File: src/rtl/aes_decrypt_iter_ctrl.sv
// Iterative AES-128 decryptor, one inverse round per clock: accept->out_valid 11 clocks, 12 clocks/block min,
// DONE holds plaintext until out_ready. Define AES_DEC_ABORT_EN to add the abort input.
module aes_decrypt_iter_ctrl (
   input  logic         clk,
   input  logic         rst_n,
   input  logic         in_valid,
   output logic         in_ready,
   input  logic [127:0] ciphertext,
   input  logic [127:0] key,
   output logic         out_valid,
   input  logic         out_ready,
   output logic [127:0] plaintext,
   output logic         busy,
   output logic [3:0]   round_idx
`ifdef AES_DEC_ABORT_EN
   ,
   input  logic         abort
`endif
);

   typedef logic [15:0][7:0]   blk_t;
   typedef logic [10:0][127:0] rks_t;
   typedef enum logic [1:0] {S_IDLE, S_RUN, S_LAST, S_DONE} fsm_e;

   // Byte 0 of a block is the most significant byte; AES state is column-major.
   function automatic logic [3:0] bi(input int b);
      return 4'(15 - b);
   endfunction

   function automatic logic [7:0] xtime(input logic [7:0] a);
      return {a[6:0], 1'b0} ^ (a[7] ? 8'h1b : 8'h00);
   endfunction

   function automatic logic [7:0] gf_mul(input logic [7:0] a, input logic [7:0] b);
      logic [7:0] p;
      logic [7:0] t;
      p = 8'h00;
      t = a;
      for (int i = 0; i < 8; i++) begin
         if (b[3'(i)]) p = p ^ t;
         t = xtime(t);
      end
      return p;
   endfunction

   // Multiplicative inverse as x^254 (maps 0 to 0, as the S-box requires).
   function automatic logic [7:0] gf_inv(input logic [7:0] x);
      logic [7:0] x3, x7, x15, x31, x63, x127;
      x3   = gf_mul(gf_mul(x, x), x);
      x7   = gf_mul(gf_mul(x3, x3), x);
      x15  = gf_mul(gf_mul(x7, x7), x);
      x31  = gf_mul(gf_mul(x15, x15), x);
      x63  = gf_mul(gf_mul(x31, x31), x);
      x127 = gf_mul(gf_mul(x63, x63), x);
      return gf_mul(x127, x127);
   endfunction

   function automatic logic [7:0] sbox(input logic [7:0] x);
      logic [7:0] s;
      logic [7:0] y;
      s = gf_inv(x);
      for (int i = 0; i < 8; i++)
         y[3'(i)] = s[3'(i)] ^ s[3'(i + 4)] ^ s[3'(i + 5)] ^ s[3'(i + 6)] ^ s[3'(i + 7)];
      return y ^ 8'h63;
   endfunction

   function automatic logic [7:0] inv_sbox(input logic [7:0] x);
      logic [7:0] b;
      for (int i = 0; i < 8; i++)
         b[3'(i)] = x[3'(i + 2)] ^ x[3'(i + 5)] ^ x[3'(i + 7)];
      return gf_inv(b ^ 8'h05);
   endfunction

   function automatic blk_t inv_shift_rows(input blk_t s);
      blk_t o;
      for (int c = 0; c < 4; c++)
         for (int r = 0; r < 4; r++)
            o[bi(4 * c + r)] = s[bi(4 * ((c - r + 4) % 4) + r)];
      return o;
   endfunction

   function automatic blk_t inv_sub_bytes(input blk_t s);
      blk_t o;
      for (int i = 0; i < 16; i++)
         o[4'(i)] = inv_sbox(s[4'(i)]);
      return o;
   endfunction

   function automatic blk_t inv_mix_columns(input blk_t s);
      blk_t o;
      logic [7:0] a0, a1, a2, a3;
      for (int c = 0; c < 4; c++) begin
         a0 = s[bi(4 * c)];
         a1 = s[bi(4 * c + 1)];
         a2 = s[bi(4 * c + 2)];
         a3 = s[bi(4 * c + 3)];
         o[bi(4 * c)]     = gf_mul(a0, 8'h0e) ^ gf_mul(a1, 8'h0b) ^ gf_mul(a2, 8'h0d) ^ gf_mul(a3, 8'h09);
         o[bi(4 * c + 1)] = gf_mul(a0, 8'h09) ^ gf_mul(a1, 8'h0e) ^ gf_mul(a2, 8'h0b) ^ gf_mul(a3, 8'h0d);
         o[bi(4 * c + 2)] = gf_mul(a0, 8'h0d) ^ gf_mul(a1, 8'h09) ^ gf_mul(a2, 8'h0e) ^ gf_mul(a3, 8'h0b);
         o[bi(4 * c + 3)] = gf_mul(a0, 8'h0b) ^ gf_mul(a1, 8'h0d) ^ gf_mul(a2, 8'h09) ^ gf_mul(a3, 8'h0e);
      end
      return o;
   endfunction

   // Round key r occupies element r (bits 128*r +: 128).
   function automatic rks_t expand_key(input logic [127:0] k);
      logic [43:0][31:0] w;
      logic [31:0]       t;
      logic [7:0]        rcon;
      rks_t              rk;
      w[0] = k[127:96];
      w[1] = k[95:64];
      w[2] = k[63:32];
      w[3] = k[31:0];
      rcon = 8'h01;
      for (int i = 4; i < 44; i++) begin
         t = w[6'(i - 1)];
         if (i % 4 == 0) begin
            t    = {sbox(t[23:16]), sbox(t[15:8]), sbox(t[7:0]), sbox(t[31:24])} ^ {rcon, 24'h0};
            rcon = xtime(rcon);
         end
         w[6'(i)] = w[6'(i - 4)] ^ t;
      end
      for (int r = 0; r < 11; r++)
         rk[4'(r)] = {w[6'(4 * r)], w[6'(4 * r + 1)], w[6'(4 * r + 2)], w[6'(4 * r + 3)]};
      return rk;
   endfunction

   function automatic logic [127:0] last_round_key(input logic [127:0] k);
      rks_t rk;
      rk = expand_key(k);
      return rk[10];
   endfunction

   fsm_e         fsm_q, fsm_d;
   logic [127:0] state_q, state_d;
   logic [127:0] key_q, key_d;
   logic [127:0] pt_q, pt_d;
   logic [3:0]   rnd_q, rnd_d;
   logic         in_ready_q;
   logic         abort_w;

   rks_t         rk_w;
   logic [127:0] rk10_in_w;
   logic [127:0] sub_w;
   logic [127:0] run_w;
   logic [127:0] last_w;

`ifdef AES_DEC_ABORT_EN
   assign abort_w = abort;
`else
   assign abort_w = 1'b0;
`endif

   // The accept-cycle whitening must use the incoming key, since key_q is still stale then.
   assign rk_w      = expand_key(key_q);
   assign rk10_in_w = last_round_key(key);
   assign sub_w     = inv_sub_bytes(inv_shift_rows(state_q));
   assign run_w     = inv_mix_columns(sub_w ^ rk_w[rnd_q]);
   assign last_w    = sub_w ^ rk_w[0];

   always_comb begin
      fsm_d   = fsm_q;
      state_d = state_q;
      key_d   = key_q;
      rnd_d   = rnd_q;
      pt_d    = pt_q;
      case (fsm_q)
         S_IDLE: begin
            if (in_valid && in_ready_q) begin
               key_d   = key;
               state_d = ciphertext ^ rk10_in_w;
               rnd_d   = 4'd9;
               fsm_d   = S_RUN;
            end
         end
         S_RUN: begin
            state_d = run_w;
            rnd_d   = rnd_q - 4'd1;
            if (rnd_q == 4'd1) fsm_d = S_LAST;
         end
         S_LAST: begin
            pt_d  = last_w;
            fsm_d = S_DONE;
         end
         S_DONE: begin
            if (out_ready) fsm_d = S_IDLE;
         end
         default: fsm_d = S_IDLE;
      endcase
      if (abort_w && (fsm_q != S_IDLE)) begin
         fsm_d   = S_IDLE;
         state_d = '0;
         rnd_d   = 4'd0;
         pt_d    = pt_q;
      end
   end

   always_ff @(posedge clk) begin
      if (!rst_n) begin
         fsm_q      <= S_IDLE;
         state_q    <= '0;
         key_q      <= '0;
         pt_q       <= '0;
         rnd_q      <= 4'd0;
         in_ready_q <= 1'b0;
      end else begin
         fsm_q      <= fsm_d;
         state_q    <= state_d;
         key_q      <= key_d;
         pt_q       <= pt_d;
         rnd_q      <= rnd_d;
         in_ready_q <= (fsm_d == S_IDLE);
      end
   end

   assign in_ready  = in_ready_q;
   assign out_valid = (fsm_q == S_DONE);
   assign busy      = (fsm_q == S_RUN) || (fsm_q == S_LAST);
   assign plaintext = pt_q;

   always_comb begin
      round_idx = 4'd0;
      case (fsm_q)
         S_IDLE:         round_idx = 4'd10;
         S_RUN, S_LAST:  round_idx = rnd_q;
         default:        round_idx = 4'd0;
      endcase
   end

endmodule
File: config.mk
export PLATFORM = sky130hd
export DESIGN_NAME = aes_decrypt_iter_ctrl
export DESIGN_NICKNAME = d
export VERILOG_FILES = /design/src/rtl/aes_decrypt_iter_ctrl.sv
export SDC_FILE = /design/constraint.sdc
export NUM_CORES = 1
export LEC_CHECK = 0
export BUFFER_PORTS_ARGS = -buffer_cell sky130_fd_sc_hd__buf_2
export CORE_AREA = 2 2 155 157
export DETAILED_ROUTE_END_ITERATION = 10
export DIE_AREA = 0 0 157 159
export PLACE_DENSITY = 0.3
export SLEW_MARGIN = 0
export SYNTH_ARGS = -nofsm -noshare
export SYNTH_HDL_FRONTEND = slang
export SYNTH_SLANG_ARGS = --single-unit --ignore-timing --ignore-initial --compat-mode --unroll-limit 50000
export TNS_END_PERCENT = 20
File: constraint.sdc
create_clock -name clk -period 1.8 [get_ports clk]
set_input_delay 0.09 -clock clk [delete_from_list [all_inputs] [get_ports clk]]
set_output_delay 0.09 -clock clk [all_outputs]
set_load 0.005 [all_outputs]
======== Word-level counts from Yosys, hierarchy flattened ========
Index checks and enable logic that the tools add are counted.
operators by class
  add/sub/neg operators ................... 1
  equality and inequality tests ........... 5
  mux-type cells .......................... 7
  reduce and logical (&&, ||, !) cells .... 7
operator list
  kind                                                                count
  4-bit case mux with 2 select lines                                  2
  2-bit case mux with 4 select lines                                  1
  2-bit 2-to-1 mux                                                    3
  2-bit == test, second input constant                                2
  4-bit by 1-bit == test with 1-bit output, second input constant     1
  2-bit logical NOT                                                   2
  4-bit 2-to-1 mux                                                    1
  4-bit by 1-bit subtractor with 4-bit output, second input constant  1
  2-bit by 1-bit == test with 1-bit output, second input constant     1
  2-bit inequality test, second input constant                        1
  2-bit AND reduction                                                 1
  2-bit nonzero test                                                  1
  2-bit OR reduction                                                  1
  1-bit logical AND                                                   1
  1-bit logical OR                                                    1
word-level totals
  bits in registers ....................... 7
  output and inout bits ................... 135
  word-level logic and storage cells ...... 23

======== Longest topological paths before layout ========
Gate-level depths: netlist of run 1.
  depth in word-level cells ............... 4
  gate-level depth with buffers ........... 5
  gate-level depth less buffers ........... 5

======== Worst setup path after synthesis of run 1 ========
Ideal clock, no wire load.
  path kind ............................... register to register
  from .................................... register fsm_q[1]
  to ...................................... register in_ready_q, in the netlist in_ready
  library setup time ...................... 0.086 ns
  data arrival time ....................... 1.267 ns
  data required time ...................... 1.714 ns
  path slack .............................. 0.447 ns
  stages on the path, launching flop included .. 6
  clock period less this slack ............ 1.353 ns
  path through ............................ dfxtp_1 > inv_1 > ha_1 > a211oi_1 > a32oi_1 > a211oi_1
on the way
  word-level cells in the longest chain between the ends .. 3
RTL lines
  what                                   RTL line  text
  start, declared                        135       fsm_e fsm_q, fsm_d;
  start signal, assigned                 208       fsm_q <= fsm_d;
  2-bit == test (tied with other cells)  168       case (fsm_q)
  2-bit case mux with 4 select lines *   168
  2-bit logical NOT *                    213       in_ready_q <= (fsm_d == S_IDLE);
  end signal, assigned                   213
  end, declared                          140       logic in_ready_q;
Every way passes the cells marked *; elsewhere a longest branch is shown, timed or not.
A chain may end at the register's enable or synchronous reset.

======== Final worst setup path of run 1 ========
  from .................................... register fsm_q[0]
  to ...................................... output round_idx[1]
on the way
  word-level cells in the longest chain between the ends .. 3
RTL lines
  what                                                                              RTL line  text
  2-bit by 1-bit == test with 1-bit output / 2-bit == test (equally long branches)  224       case (fsm_q)
  2-bit OR reduction                                                                224
  4-bit case mux with 2 select lines *                                              224
  end, declared                                                                     14        output logic [3:0] round_idx
Marked as above.

==> impl_metrics.py, run 1 <==
metrics = {
    "logic_synthesis": {
        "netlist_area_mm2": 0.001484,
        "synth_top_area_frac": 0.6476,
        "synth_top_family_by_area": "buffers and inverters",
        "synth_area_leader_cell": "buf_4",
        "synthArstFlopShare": 0,
        "synth-main-ff-cell": "dfxtp_1",
        "seq_area_frac_synth": 0.09444,
        "synth.avg_cell_area_um2": 7.893,
        "synth_top_cells_by_count": "buf_4 (128), ha_1 (8), dfxtp_1 (7)",
        "synth_xor_area_frac": 0,
        "yosysMostFrequentCell": "buf_4",
        "synthAdderAreaFrac": 0.06745,
        "synthMuxAreaShare": 0,
        "synth-compound-area-share": 0.09696,
        "ys_warn_count": 0,
        "synth_edf_count": 0,
        "synthSimpleGateAreaFrac": 0.07336,
        "ys_top_cells_by_area": "buf_4 (65%), dfxtp_1 (9.4%), ha_1 (6.7%)",
        "synth-seq-cells": 7,
        "synth_cells": 188,
        "synth_cell_types": 30,
    },
    "clocking": {
        "post-cts-setup-buffer-count": 0,
        "cts-root-buf": "clkbuf_16",
        "numClockSinks": 7,
        "numCtsBuffers": 3,
        "ctsHoldBuffers": 0,
        "path_clk_slew_ns": 0.03,
        "insertion_delay_ns": 0.23,
        "h-tree-depth": 1,
        "cts_tree": "done",
        "post_cts_resized": 0,
        "clock_path_buffers": 2,
    },
    "setup_path": {
        "critPathArrivalTime_ns": 1.51,
        "r2r-start": "fsm_q[0]",
        "startpoint_type": "flip-flop",
        "end_kind": "output port",
        "critical_path_required_ns": 1.71,
        "r2r_slack_ns": 0.32,
        "path_class": "reg -> out",
        "reg2reg_depth": 5,
        "reg2reg_to": "rnd_q[1]",
        "path_max_fanout": 5,
    },
    "floorplan": {
        "row_count": 56,
        "chipWidth_um": 157,
        "core_mm2": 0.02319,
        "pin_count": 395,
        "die_area_mm2": 0.02496,
        "fp.dieH_um": 159,
        "start_util": 0.06398,
    },
    "pwr": {
        "ir_worst_vdd_mv": 0.2581,
        "p_leak_nw": 0.7285,
        "power.density_mw_per_mm2": 861.4,
    },
    "worst_hold_path": {
        "min_from": "rst_n",
        "min_path_cells": 2,
        "whs_endpoint": "fsm_q[1]",
        "hold_path.class": "in -> reg",
    },
    "placed_design": {
        "dp_cells": 517,
        "numPortBuffers": 10,
        "dp_slack_ns": 0.3082,
        "place.detailed.hpwl_um": 2191,
        "placed_area_mm2": 0.001456,
        "gp_congestion": 0.6011,
    },
    "cells_and_area": {
        "nets": 471,
        "insertedDiodeCount": 0,
        "area_growth_pct": 3.457,
        "final_area_mm2": 0.001535,
        "drive_above_1_share": 0.09901,
        "fin_cells": 521,
    },
    "timing": {
        "setup_viol_count_final": 0,
        "final-hold-violation-count": 0,
        "rsz0062_at_grt": "false",
        "max_freq_ghz": 0.6263,
        "min_period_ns": 1.597,
        "skew_ns": 0.0009188,
        "fin_setup_tns_ns": 0,
        "setup_ws_ns": 0.2033,
        "period_share": 0.8871,
        "drv_slew": 0,
    },
    "detailed_routing": {
        "avgRoutedWirePerCell_um": 4.747,
        "via_count": 810,
        "vias_per_cell": 1.555,
        "drtIter0Drc": 32,
        "totalWireLength_um": 2473,
        "drcViolationCount": 0,
        "postRouteAntennaNets": 0,
        "first_pass_iters": 4,
    },
    "global_route": {
        "gr-usage-all-layers": 0.01722,
        "antenna_found_initial": 0,
        "grt_pass1_wl_um": 3008,
        "grt_max_degree": 8,
        "grt_pass1_vias": 531,
        "overflow": 0,
    },
    "flow_run": {
        "cap_viol_max_count": 0,
    },
    "run_status": {
        "status": "finished clean",
    },
}
==> layout make-up <==
class | count | area (um^2)
clock buffer | 4 | 78.83
fill | 2741 | 21660
inverter | 7 | 26.28
multi-input combinational | 173 | 833.3
sequential | 7 | 140.1
tap | 319 | 399.1
timing repair buffer | 11 | 57.56
==> cells in the final DEF, fill, tap and decap left out, drive strengths merged, types with 3 or more instances in the layout <==
cell type	instances
conb	128
buf	11
a21oi	4
inv	7
dfxtp	7
nor2	5
and2	3
ha	8
clkbuf	4
==> report_power, final <==
| group | total (mW) | leakage (nW) | internal (mW) | switching (mW) |
|---|---|---|---|---|
| Combinational | 0.673 | 0.633 | 0.268 | 0.405 |
| Clock | 0.367 | 0.0382 | 0.294 | 0.0733 |
| Sequential | 0.283 | 0.0576 | 0.212 | 0.0711 |
==> sequential cells by signal, summed over array words and instances, names as in the netlist <==
name	flops
in_ready	1
rnd_q	4
fsm_q	2
==> logic make-up after synthesis <==
group | count (synthesis)
adder cells (fa/ha/maj) | 8
AO/OA/AOI/OAI | 18
buffers and inverters | 135
flip-flops | 7
other | 1
AND/OR/NAND/NOR | 19
==> worst max-delay path, cell delays in order (launching register included) <==
cell     delay (ns)
dfxtp_1        0.39
inv_1          0.11
ha_1           0.36
a21oi_1        0.08
nor2_1         0.17
buf_2          0.16
==> layer usage <==
metal | vias to the layer above | GRT usage | part of all wire
met1 | 339 | 0.02309 | 0.43
met5 | - | 0 | 0
met3 | 2 | 0.01225 | 0.19
met4 | 0 | 0.003753 | 0.0057
met2 | 100 | 0.02193 | 0.37
li1 | 369 | - | -
==> worst max-delay path by stage <==
| stage | start | to |
|---|---|---|
| finish | fsm_q[0] | round_idx[1] |
| global route | fsm_q[0] | round_idx[1] |
| CTS | fsm_q[0] | round_idx[1] |
| detailed placement | fsm_q[0] | rnd_q[1] |
| global placement | fsm_q[1] | in_ready |
| floorplan | fsm_q[1] | in_ready |
==> metrics by stage <==
step	hold slack (ns)	util	total power, mW
2_1_floorplan	0.2117	-	0.9248
3_5_place_dp	0.3815	0.06280	0.9645
6_report	0.1459	0.06620	1.322
3_3_place_gp	0.3901	0.06280	0.9780
5_1_grt	0.1722	0.06620	1.463
4_1_cts	0.1479	0.06620	1.343
No activity file was read; power rests on OpenSTA's default activity.
==> inputs of run 2 (changes only) <==
RECOVER_POWER = 50   (was default)
==> run 2 against run 1 <==
Against the previous run:
- critical endpoint unchanged
- critical path type unchanged
- sequential share of layout area about the same
- worst setup slack worse by 0.0027 ns
- die area did not move
- final cell count unchanged
==> impl_metrics.py, run 2 (same netlist as run 1, synthesis figures left out) <==
metrics = {
    "run_status": {
        "status": "finished clean",
    },
    "timing": {
        "max_freq_ghz": 0.6252,
        "min_period_ns": 1.599,
        "fin_setup_tns_ns": 0,
        "period_share": 0.8886,
        "final-hold-violation-count": 0,
        "drv_slew": 0,
        "setup_ws_ns": 0.2006,
        "skew_ns": 0.0008869,
        "rsz0062_at_grt": "false",
        "holdWs_ns": 0.1465,
        "setup_viol_count_final": 0,
    },
    "clocking": {
        "ctsHoldBuffers": 0,
        "clock_path_buffers": 2,
        "path_clk_slew_ns": 0.03,
        "numCtsBuffers": 3,
        "insertion_delay_ns": 0.23,
        "post-cts-setup-buffer-count": 0,
        "cts_tree": "done",
        "numClockSinks": 7,
        "post_cts_resized": 0,
        "cts-root-buf": "clkbuf_16",
        "h-tree-depth": 1,
    },
    "cells_and_area": {
        "drive_above_1_share": 0.07921,
        "finish.utilization": 0.06587,
        "nets": 471,
        "final_cell_mix": "conb_1 (128), ha_1 (8), dfxtp_1 (7), buf_2 (7), inv_1 (6)",
        "largest_register": "rnd_q",
        "final_area_mm2": 0.001528,
        "layout_commonest_cell": "conb_1",
        "largest_reg_flops": 4,
        "fin_cells": 521,
        "area_growth_pct": 2.951,
        "insertedDiodeCount": 0,
    },
    "detailed_routing": {
        "first_pass_iters": 4,
        "totalWireLength_um": 2483,
        "drcViolationCount": 0,
        "drtIter0Drc": 34,
        "avgRoutedWirePerCell_um": 4.766,
        "vias_per_cell": 1.560,
        "via_count": 813,
        "postRouteAntennaNets": 0,
    },
    "placed_design": {
        "dp_cells": 517,
        "numPortBuffers": 10,
        "place.detailed.hpwl_um": 2191,
        "placed_area_mm2": 0.001456,
        "dp_slack_ns": 0.3082,
        "gp_congestion": 0.6011,
    },
    "global_route": {
        "grt_pass1_vias": 531,
        "gr-usage-all-layers": 0.01722,
        "grt_pass1_wl_um": 3008,
        "overflow": 0,
        "antenna_found_initial": 0,
        "grt_max_degree": 8,
    },
    "setup_path": {
        "r2r_slack_ns": 0.27,
        "path_class": "reg -> out",
        "startpoint_type": "flip-flop",
        "path_max_fanout": 5,
        "reg2reg_depth": 5,
        "critical_path_required_ns": 1.71,
        "reg2reg_to": "rnd_q[0]",
        "critPathArrivalTime_ns": 1.51,
        "r2r-start": "fsm_q[0]",
        "end_kind": "output port",
    },
    "pwr": {
        "p_leak_nw": 0.7152,
        "ir_worst_vdd_mv": 0.2575,
        "combPwrFrac": 0.504,
        "p_sw_mw": 0.5485,
        "finalPower_mw": 1.307,
        "intPower_mw": 0.7585,
        "sequentialPowerShare": 0.215,
        "p_clk_frac": 0.281,
        "swShare": 0.4196,
        "power.density_mw_per_mm2": 855.5,
    },
    "floorplan": {
        "row_count": 56,
        "pin_count": 395,
        "die_area_mm2": 0.02496,
        "fp.dieH_um": 159,
        "chipWidth_um": 157,
        "start_util": 0.06398,
        "core_mm2": 0.02319,
    },
    "worst_hold_path": {
        "whs_endpoint": "rnd_q[0]",
        "hold_path.class": "in -> reg",
        "min_from": "rst_n",
        "min_path_cells": 2,
    },
    "flow_run": {
        "cap_viol_max_count": 0,
    },
}
[run 2: how the worst max path moves through the flow]
stage / from / endpoint / slack, ns / depth (start not counted)
2_1_floorplan: fsm_q[1] / in_ready / 0.45 / 5
3_3_place_gp: fsm_q[1] / in_ready / 0.29 / 5
3_5_place_dp: fsm_q[0] / rnd_q[1] / 0.31 / 5
4_1_cts: fsm_q[0] / round_idx[1] / 0.18 / 5
5_1_grt: fsm_q[0] / rnd_q[3] / 0.07 / 5
6_report: fsm_q[0] / round_idx[1] / 0.20 / 5
[run 2: area by class of cell]
type,instances,area (um^2)
clock buffers,4,78.83
multi-input cells,173,829.5
repair buffers,11,53.80
fillers,2743,21660
well taps,319,399.1
inverters,7,26.28
flip-flops and latches,7,140.1
[run 2: critical path, cell delays in order (launching register included)]
cell	delay (ns)
dfxtp_1	0.39
inv_1	0.11
ha_1	0.36
a21oi_1	0.08
nor2_1	0.17
buf_2	0.16
[run 2: layer usage]
metal,track usage,vias up,routed length (um)
li1,-,370,-
met5,0,-,0
met3,0.01225,2,462
met2,0.02193,100,919
met4,0.003753,0,14
met1,0.02309,341,1086
[run 2: power by group through the flow]
| stage | registers, mW | clock network [mW] | logic, mW |
|---|---|---|---|
| after floorplan | 0.271 | 0 | 0.653 |
| after global placement | 0.292 | 0 | 0.686 |
| after detailed placement | 0.289 | 0 | 0.676 |
| after CTS | 0.286 | 0.377 | 0.680 |
| after global routing | 0.293 | 0.390 | 0.764 |
| final | 0.281 | 0.367 | 0.659 |
==> inputs of run 3 (changes only) <==
PLACE_DENSITY = default   (was 0.3)
PLACE_DENSITY_LB_ADDON = 0.08   (was default)
SLEW_MARGIN = default   (was 0)
==> run 3 against run 2 <==
Against the previous run:
- critical path depth unchanged
- routed wire length rose by 5.2%
- global-route usage grew 0.19 points
- sequential power up 5%
- die area is the same
- flip-flop and latch count stayed put
- final cell count grew 0.19%
- largest power group unchanged
- via count increased by 2.1%
==> impl_metrics.py, run 3 (same netlist as run 1, synthesis figures left out) <==
metrics = {
    "pwr": {
        "sequentialPowerShare": 0.220,
        "p_clk_frac": 0.281,
        "p_sw_mw": 0.5595,
        "swShare": 0.4199,
        "combPwrFrac": 0.499,
        "intPower_mw": 0.7729,
        "p_leak_nw": 0.7249,
        "power.density_mw_per_mm2": 867.2,
        "ir_worst_vdd_mv": 0.3473,
    },
    "cells_and_area": {
        "final_cell_mix": "conb_1 (128), ha_1 (8), buf_2 (8)",
        "drive_above_1_share": 0.08867,
        "insertedDiodeCount": 0,
        "area_growth_pct": 3.541,
        "largest_reg_flops": 4,
        "layout_commonest_cell": "conb_1",
        "nets": 472,
        "largest_register": "rnd_q",
        "finish.utilization": 0.06625,
    },
    "global_route": {
        "antenna_found_initial": 0,
        "gr-usage-all-layers": 0.01909,
        "overflow": 0,
        "grt_pass1_vias": 667,
        "grt_pass1_wl_um": 3767,
        "grt_max_degree": 8,
    },
    "detailed_routing": {
        "drcViolationCount": 0,
        "vias_per_cell": 1.590,
        "drtIter0Drc": 16,
        "first_pass_iters": 2,
        "postRouteAntennaNets": 0,
        "via_count": 830,
        "totalWireLength_um": 2613,
        "avgRoutedWirePerCell_um": 5.006,
    },
    "timing": {
        "min_period_ns": 1.576,
        "setup_viol_count_final": 0,
        "drv_slew": 0,
        "fin_setup_tns_ns": 0,
        "period_share": 0.8754,
        "max_freq_ghz": 0.6347,
        "skew_ns": 0.001972,
        "final-hold-violation-count": 0,
        "rsz0062_at_grt": "false",
        "holdWs_ns": 0.1779,
    },
    "clocking": {
        "numCtsBuffers": 3,
        "numClockSinks": 7,
        "cts_tree": "done",
        "ctsHoldBuffers": 0,
        "h-tree-depth": 1,
        "post_cts_resized": 0,
        "path_clk_slew_ns": 0.04,
        "post-cts-setup-buffer-count": 0,
        "clock_path_buffers": 2,
        "cts-root-buf": "clkbuf_16",
        "insertion_delay_ns": 0.23,
    },
    "setup_path": {
        "path_class": "reg -> out",
        "critPathArrivalTime_ns": 1.49,
        "path_max_fanout": 5,
        "critical_path_required_ns": 1.71,
        "end_kind": "output port",
        "startpoint_type": "flip-flop",
    },
    "floorplan": {
        "fp.dieH_um": 159,
        "core_mm2": 0.02319,
        "row_count": 56,
        "pin_count": 395,
        "die_area_mm2": 0.02496,
        "start_util": 0.06398,
        "chipWidth_um": 157,
    },
    "placed_design": {
        "gp_congestion": 0.6538,
        "place.detailed.hpwl_um": 2279,
        "numPortBuffers": 10,
    },
    "worst_hold_path": {
        "hold_path.class": "in -> reg",
    },
    "run_status": {
        "status": "finished clean",
    },
    "flow_run": {
        "cap_viol_max_count": 0,
    },
}
==> run 3: changes by cell type in the layout (fill, tap and decap cells not counted), sizes merged <==
cell,delta
buf,+2
clkbuf,-1
==> run 3: layer usage <==
metal	GRT usage	wire, um	vias to the layer above
li1	-	-	374
met1	0.02309	1073	354
met2	0.03130	1092	98
met3	0.009526	425	4
met4	0.002085	21	0
met5	0	0	-
==> run 3: through the flow <==
stage          cells  area (um^2)  setup slack (ns)  power, mW
2_1_floorplan    315         1961            0.4471     0.9248
3_3_place_gp     518         1464            0.2261      1.010
3_5_place_dp     518         1464            0.2638     0.9827
4_1_cts          522         1543            0.1857      1.368
5_1_grt          522         1536           0.07256      1.480
6_report         522         1536            0.2244      1.332
==> run 3: path summary, 6_finish.rpt <==
check	from	to	slack, ns	cells past startpoint
min reg2reg	rnd_q[1]	rnd_q[1]	0.59	2
max reg2reg	fsm_q[0]	rnd_q[0]	0.23	5
max	fsm_q[0]	round_idx[1]	0.22	5
min	rst_n	rnd_q[0]	0.18	2
==> run 3: cell type report <==
class | instances | area, um^2
clock buffer | 4 | 78.83
fill | 2740 | 21660
inverter | 7 | 26.28
multi-input combinational | 173 | 829.5
sequential | 7 | 140.1
tap | 319 | 399.1
timing repair buffer | 12 | 62.56
==> run 3: power by group through the flow <==
stage                     Combinational, mW  Sequential, mW  Clock, mW
after global placement                0.704           0.306          0
after floorplan                       0.653           0.271          0
after global routing                  0.778           0.305      0.397
final                                 0.665           0.294      0.374
after CTS                             0.685           0.299      0.384
after detailed placement              0.682           0.300          0
==> run 3: worst max-delay path: stages (launching register included) <==
cell and delay [ns]:
dfxtp_1 0.40, inv_1 0.12, ha_1 0.37, a21oi_1 0.18
nor2_1 0.06, buf_2 0.12
